**src/rtl/vga_layer_mixer.sv**
```systemverilog
// Sprite layer compositor: per-layer region/address generation, 3-stage pipeline,
// priority mixing of HUD, sprite layers and background with shield/damage tints.
module vga_layer_lane #(
    parameter int SPRITE_W     = 128,
    parameter int SPRITE_H     = 128,
    parameter int FLASH_FRAMES = 8,
    parameter int AW           = 14
) (
    input  logic          clk,
    input  logic          rst,
    input  logic          frame_start,
    input  logic [9:0]    h,
    input  logic [9:0]    v,
    input  logic [9:0]    x_in,
    input  logic [9:0]    y_in,
    input  logic          en_in,
    input  logic          shield_in,
    input  logic          hit,
    output logic [AW-1:0] addr,
    output logic          inreg2,
    output logic          shield,
    output logic          tint
);
    localparam int XB = $clog2(SPRITE_W);
    localparam int YB = $clog2(SPRITE_H);

    logic [9:0]  x_s, y_s;
    logic        en_s;
    logic [3:0]  flash_cnt;
    logic        inreg1;
    logic [10:0] x_end, y_end;
    logic [9:0]  dh, dv;
    logic        in_region;

    // 11-bit ends so a sprite hanging off the right/bottom edge never wraps to 0
    assign x_end     = {1'b0, x_s} + 11'(SPRITE_W);
    assign y_end     = {1'b0, y_s} + 11'(SPRITE_H);
    assign in_region = en_s && (h >= x_s) && ({1'b0, h} < x_end)
                            && (v >= y_s) && ({1'b0, v} < y_end);
    assign dh        = h - x_s;
    assign dv        = v - y_s;

    always_ff @(posedge clk or posedge rst) begin
        if (rst) begin
            x_s    <= '0;
            y_s    <= '0;
            en_s   <= 1'b0;
            shield <= 1'b0;
        end else if (frame_start) begin
            x_s    <= x_in;
            y_s    <= y_in;
            en_s   <= en_in;
            shield <= shield_in;
        end
    end

    always_ff @(posedge clk or posedge rst) begin
        if (rst) begin
            addr   <= '0;
            inreg1 <= 1'b0;
            inreg2 <= 1'b0;
        end else begin
            addr   <= in_region ? AW'({dv[YB-1:0], dh[XB-1:0]}) : '0;
            inreg1 <= in_region;
            inreg2 <= inreg1;
        end
    end

    // A hit on the same cycle as frame_start reloads rather than decrements
    always_ff @(posedge clk or posedge rst) begin
        if (rst)
            flash_cnt <= '0;
        else if (hit)
            flash_cnt <= 4'(FLASH_FRAMES);
        else if (frame_start && flash_cnt != 4'd0)
            flash_cnt <= flash_cnt - 4'd1;
    end

    assign tint = (flash_cnt != 4'd0) && flash_cnt[0];
endmodule

module vga_layer_mixer #(
    parameter int          NUM_LAYERS   = 2,
    parameter int          SPRITE_W     = 128,
    parameter int          SPRITE_H     = 128,
    parameter int          FLASH_FRAMES = 8,
    parameter logic [11:0] SHIELD_RGB   = 12'h595,
    parameter logic [11:0] HIT_RGB      = 12'hF00,
    localparam int         AW           = $clog2(SPRITE_W * SPRITE_H)
) (
    input  logic                       clk,
    input  logic                       rst,
    input  logic                       bright,
    input  logic [9:0]                 hCount,
    input  logic [9:0]                 vCount,
    input  logic                       frame_start,
    input  logic [NUM_LAYERS*10-1:0]   layer_x,
    input  logic [NUM_LAYERS*10-1:0]   layer_y,
    input  logic [NUM_LAYERS-1:0]      layer_en,
    input  logic [NUM_LAYERS-1:0]      layer_shield,
    input  logic [NUM_LAYERS-1:0]      hit_pulse,
    output logic [NUM_LAYERS*AW-1:0]   layer_addr,
    input  logic [NUM_LAYERS*12-1:0]   layer_pixel,
    input  logic                       overlay_valid,
    input  logic [11:0]                overlay_pixel,
    input  logic [11:0]                bg_pixel,
    output logic [11:0]                rgb
);
    localparam int STAGES = 2;

    logic [STAGES:1]       vld_pipe;
    logic [STAGES:1]       ov_pipe;
    logic [11:0]           ov_pix1, ov_pix2, bg1, bg2;
    logic [NUM_LAYERS-1:0] inreg2, shield, tint;
    logic [11:0]           rgb_next;

    for (genvar i = 0; i < NUM_LAYERS; i++) begin : g_lane
        vga_layer_lane #(
            .SPRITE_W    (SPRITE_W),
            .SPRITE_H    (SPRITE_H),
            .FLASH_FRAMES(FLASH_FRAMES),
            .AW          (AW)
        ) u_lane (
            .clk        (clk),
            .rst        (rst),
            .frame_start(frame_start),
            .h          (hCount),
            .v          (vCount),
            .x_in       (layer_x[i*10 +: 10]),
            .y_in       (layer_y[i*10 +: 10]),
            .en_in      (layer_en[i]),
            .shield_in  (layer_shield[i]),
            .hit        (hit_pulse[i]),
            .addr       (layer_addr[i*AW +: AW]),
            .inreg2     (inreg2[i]),
            .shield     (shield[i]),
            .tint       (tint[i])
        );
    end

    always_ff @(posedge clk or posedge rst) begin
        if (rst) begin
            vld_pipe <= '0;
            ov_pipe  <= '0;
            ov_pix1  <= '0;
            ov_pix2  <= '0;
            bg1      <= '0;
            bg2      <= '0;
            rgb      <= '0;
        end else begin
            vld_pipe <= {vld_pipe[STAGES-1:1], bright};
            ov_pipe  <= {ov_pipe[STAGES-1:1], overlay_valid};
            ov_pix1  <= overlay_pixel;
            ov_pix2  <= ov_pix1;
            bg1      <= bg_pixel;
            bg2      <= bg1;
            rgb      <= rgb_next;
        end
    end

    function automatic logic is_clear(input logic [11:0] p);
        return (p == 12'h00C) || (p == 12'h00D) || (p == 12'h00F);
    endfunction

    // Walk from the lowest priority up so layer 0 is the last writer
    always_comb begin
        rgb_next = bg2;
        for (int i = NUM_LAYERS - 1; i >= 0; i--) begin
            if (inreg2[i] && !is_clear(layer_pixel[i*12 +: 12])) begin
                if (shield[i])
                    rgb_next = SHIELD_RGB;
                else if (tint[i])
                    rgb_next = HIT_RGB;
                else
                    rgb_next = layer_pixel[i*12 +: 12];
            end
        end
        if (ov_pipe[STAGES])
            rgb_next = ov_pix2;
        if (!vld_pipe[STAGES])
            rgb_next = 12'h000;
    end
endmodule

```
**config.mk**
```make
export PLATFORM = sky130hd
export DESIGN_NAME = vga_layer_mixer
export DESIGN_NICKNAME = d
export VERILOG_FILES = /design/src/rtl/vga_layer_mixer.sv
export SDC_FILE = /design/constraint.sdc
export NUM_CORES = 1
export LEC_CHECK = 0
export BUFFER_PORTS_ARGS = -buffer_cell sky130_fd_sc_hd__buf_2
export CAP_MARGIN = 10
export CORE_MARGIN = 5
export CORE_UTILIZATION = 40
export DETAILED_ROUTE_END_ITERATION = 6
export PLACE_DENSITY = 0.59
export SLEW_MARGIN = 20
export SYNTH_ARGS = -nofsm -noshare
export SYNTH_HDL_FRONTEND = slang
export SYNTH_SLANG_ARGS = --single-unit
```
**constraint.sdc**
```tcl
create_clock -name clk -period 11 [get_ports clk]
set_input_delay 2.2 -clock clk [delete_from_list [all_inputs] [get_ports clk]]
set_output_delay 2.2 -clock clk [all_outputs]
set_load 0.005 [all_outputs]
```
==> out/summary.md <==
The run finished with clean final reports. The run gives 4 as the number of optimization iterations in the first detailed-route pass. After synthesis the netlist holds a flip-flop and latch count of 148. The count of distinct cell types in the synthesized netlist was 58; the final standard cell count with taps included and fillers excluded was 1071. The type of the most critical hold path is register to register.

The data arrival time of the critical path came out at 4.34 ns. Relative to the synthesized area, the layout overhead comes to 21.7%. After synthesis, the cell types taking the most area are sky130_fd_sc_hd__dfrtp_1, sky130_fd_sc_hd__ha_1, sky130_fd_sc_hd__nand2_1. The tightest hold margin came out at 0.340 ns.

Count of mapped cells out of synthesis: 672. Cells fill 49.0% of the core in the end. The floorplan step defined a core boundary enclosing 17800 µm².

The via count normalized by instance count works out to 5.03. Clock-pin slew was measured on the worst setup and hold paths at 0.07 ns. The later-pin clock latency in the skew report was 0.42 ns; the post-synthesis average cell area was 10.7 µm². In the global route stage, overall resource usage came out at 17.8%. The actual slew at the worst max-slew pin works out to 0.986 ns.

The clock drives 148 sinks. The count of cells resized by post-cts repair was 0; the fraction of layout cells with a size suffix above 1 was 25.3%. The buffer depth of the longest clock path came out at 2.

Dividing total power by cell area gives a power density of 163 nW/µm². The tools report the largest clock skew in the final design as 0.00942 ns. The critical path in this run is classified as input pin to register. The number of antenna violations at the first check in global routing came out at 0. Instance count after placement with tap cells included: 1038.

In this run the vertical extent of the chip is 144 µm. The area of all placed cells without fillers is 8720 µm². Setup repair after global routing left no endpoint under its margin.

The worst pin sits at a relative slew slack of 34.0%. The run gives 0 as the total of endpoints with negative setup slack in the final report. For the via count of the first global-routing pass, the log shows 5464. Counting the buffers created by CTS gives 17. The count of input and output buffers works out to 158. In this run, post-CTS hold repair placed 0 buffers. TritonCTS built the clock tree. The worst setup path is launched from an input pin. The summed instance area of the synthesized netlist is 7160 µm², and the global-route wire length before repair is 28300 µm. The count of vias placed by the detailed router is 5389, and the yosys synthesis warning count is 0. Counting flops with an async set or reset pin after synthesis yields a share of 100%. After global routing the overflow that remains totals 0.

At the worst endpoint, the required time is 11.30 ns. The number of top-level pins is 159. Number of setup buffers added after CTS: 0. The count of nets left with antenna violations once routing finished came out at 0.

The final max-slew violation count is 0, and the leakage dissipation is 4.33 nW. The worst ir drop on vdd is 0.119 mV. The share of synthesized area in the top cell type comes to 51.7%. Entering global routing, the biggest net connects 85 pins.

The number of endpoints with negative hold slack in the final report is 0. The initial standard-cell utilization of the core came out at 40.3%. The buffer type at the clock tree root was sky130_fd_sc_hd__clkbuf_16.

At the end of routability-driven placement, the weighted congestion stood at 0.897. Type of destination of the critical path: a register. The detailed-route DRC error count is 0. The maximum fanout along the worst path is 22, and the final cycle utilization of the critical path is 36.8%.

In this run, synthesis inferred 0 flip-flops with an integrated enable. In this run, the number of DRC markers left after iteration 0 of detailed routing was 249. The tools report the floorplan die area as 20700 µm².

Largest area contributor in the netlist: sky130_fd_sc_hd__dfrtp_1. Prevailing post-synth register cell: sky130_fd_sc_hd__dfrtp_1. Adding up every negative setup slack in the final design gives 0 ns. The die width is 144 µm. Summing the sequential cell areas from Yosys gives 51.7% of the chip area. Static timing analysis puts the maximum clock frequency at 247 MHz.

Summed over all layers, the routed wires come to 17800 µm. The number of nets in the synthesized netlist is 855. The final layout contains 1012 nets. Subtracting the final worst setup slack from the clock period gives 4.04 ns.

The H-tree was split into 4 levels. The initialized floorplan defines 49 standard-cell rows. Detailed placement ended at an HPWL of 13800 µm. The tool flagged a number of max-cap violations equal to 0. The instance area after placement was 8140 µm². The post-detailed-route wirelength per cell was 16.6 µm.
state kept, by name (all words and copies together), names as in the netlist, 8 cells and up:
register,flops
rgb,12
g_lane.u_lane.flash_cnt,8
bg1,12
ov_pix2,12
ov_pix1,12
g_lane.u_lane.addr,28
bg2,12
g_lane.u_lane.x_s,20
g_lane.u_lane.y_s,20
logic make-up (layout without fill, tap and decap cells):
group,after synthesis,after routing,synth area share [%]
AOI/OAI and AO/OA,159,159,14.3
xor gates and xnor gates,23,23,2.81
adders and majority gates,64,64,11.6
muxes,8,8,1.26
and+or+nand+nor,182,182,13.1
other,0,1,0
buffers and inverters,88,257,5.17
DFF,148,148,51.7
routing by layer:
metal,track usage [%],part of all wire [%],wire length [µm],vias to the layer above
li1,-,-,-,2671
met4,4.76,1.3,239,0
met5,0,0,0,-
met1,23.2,45,7950,2531
met2,29.5,47,8420,168
met3,4.69,6.6,1170,19
final cells by class:
class | count | area (µm²)
Antenna cell | 1 | 2.50
Multi-Input combinational cell | 436 | 3090
Tap cell | 229 | 287
Clock inverter | 14 | 143
Timing Repair Buffer | 162 | 821
Fill cell | 1687 | 9060
Inverter | 64 | 245
Sequential cell | 148 | 3700
Clock buffer | 17 | 425
final timing paths:
kind | startpoint | endpoint | slack [ns] | depth (start not counted)
min | bg1[10] | bg2[10] | 0.34 | 0
min in group asynchronous | rst | g_lane[0].u_lane.addr[7] | 1.89 | 2
min reg2reg | bg1[10] | bg2[10] | 0.34 | 0
max reg2reg | g_lane[1].u_lane.y_s[7] | g_lane[1].u_lane.addr[9] | 8.45 | 9
max | layer_pixel[19] | rgb[1] | 6.96 | 6
max in group asynchronous | rst | ov_pix1[4] | 7.85 | 3
synthesized netlist by cell type (all sizes together) (2+ instances only):
master,count
and4,3
a211oi,4
o21bai,2
nor3,19
o31ai,2
xnor2,13
nor4bb,2
o21ai,51
and2,4
a21o,7
nand4,4
o31a,2
buf,9
nor2b,4
nand3b,4
a211o,2
dfrtp,148
a2111oi,2
a221o,4
a21oi,53
nand2,72
mux2,8
clkbuf,14
nand3,11
fa,4
a21boi,4
or3b,4
nor4,16
o221ai,9
nor3b,3
inv,64
or4bb,2
ha,60
xor2,10
nor4b,4
nand2b,3
o21a,6
a2111o,2
a31oi,2
and3,5
nor2,19
layout by cell type, fill, tap and decap left out, types with 3 or more instances in the layout:
master / instances
sky130_fd_sc_hd__a21o_1: 7
sky130_fd_sc_hd__and3_1: 5
sky130_fd_sc_hd__inv_6: 7
sky130_fd_sc_hd__o21a_1: 6
sky130_fd_sc_hd__clkinvlp_4: 3
sky130_fd_sc_hd__fa_1: 4
sky130_fd_sc_hd__dfrtp_1: 148
sky130_fd_sc_hd__nand3_1: 11
sky130_fd_sc_hd__or3b_2: 3
sky130_fd_sc_hd__mux2_2: 8
sky130_fd_sc_hd__nor3b_1: 3
sky130_fd_sc_hd__nand4_1: 4
sky130_fd_sc_hd__nor2b_1: 4
sky130_fd_sc_hd__clkbuf_16: 17
sky130_fd_sc_hd__and4_1: 3
sky130_fd_sc_hd__clkinv_4: 3
sky130_fd_sc_hd__buf_2: 158
sky130_fd_sc_hd__xor2_1: 10
sky130_fd_sc_hd__buf_4: 3
sky130_fd_sc_hd__nand2_1: 72
sky130_fd_sc_hd__o21ai_0: 51
sky130_fd_sc_hd__nor2_1: 19
sky130_fd_sc_hd__a21oi_1: 52
sky130_fd_sc_hd__and2_1: 3
sky130_fd_sc_hd__a211oi_1: 4
sky130_fd_sc_hd__nand2b_1: 3
sky130_fd_sc_hd__nor4b_1: 4
sky130_fd_sc_hd__a221o_1: 4
sky130_fd_sc_hd__ha_1: 60
sky130_fd_sc_hd__o221ai_1: 5
sky130_fd_sc_hd__xnor2_1: 13
sky130_fd_sc_hd__o221ai_2: 4
sky130_fd_sc_hd__nor4_1: 16
sky130_fd_sc_hd__a21boi_0: 4
sky130_fd_sc_hd__nor3_1: 19
sky130_fd_sc_hd__inv_1: 63
sky130_fd_sc_hd__nand3b_1: 4
per-stage QoR:
step	power (W)	worst slack (ns)
6_report	0.00142	6.96
3_3_place_gp	0.000874	6.41
2_1_floorplan	0.000788	4.82
4_1_cts	0.00144	6.77
3_5_place_dp	0.000876	6.32
5_1_grt	0.00150	6.82
where the power goes:
group / internal [W] / switching [W]
Clock: 0.000316 / 0.000243
Combinational: 0.000110 / 0.000151
Sequential: 0.000583 / 0.0000203
critical path: stages:
cell and delay [ns]:
sky130_fd_sc_hd__buf_2 0.10, sky130_fd_sc_hd__or4_4 0.54, sky130_fd_sc_hd__o41ai_4 0.88, sky130_fd_sc_hd__or4bb_1 0.23
sky130_fd_sc_hd__a21oi_1 0.10, sky130_fd_sc_hd__a221o_1 0.29
No activity file was read; power rests on OpenSTA's default activity.
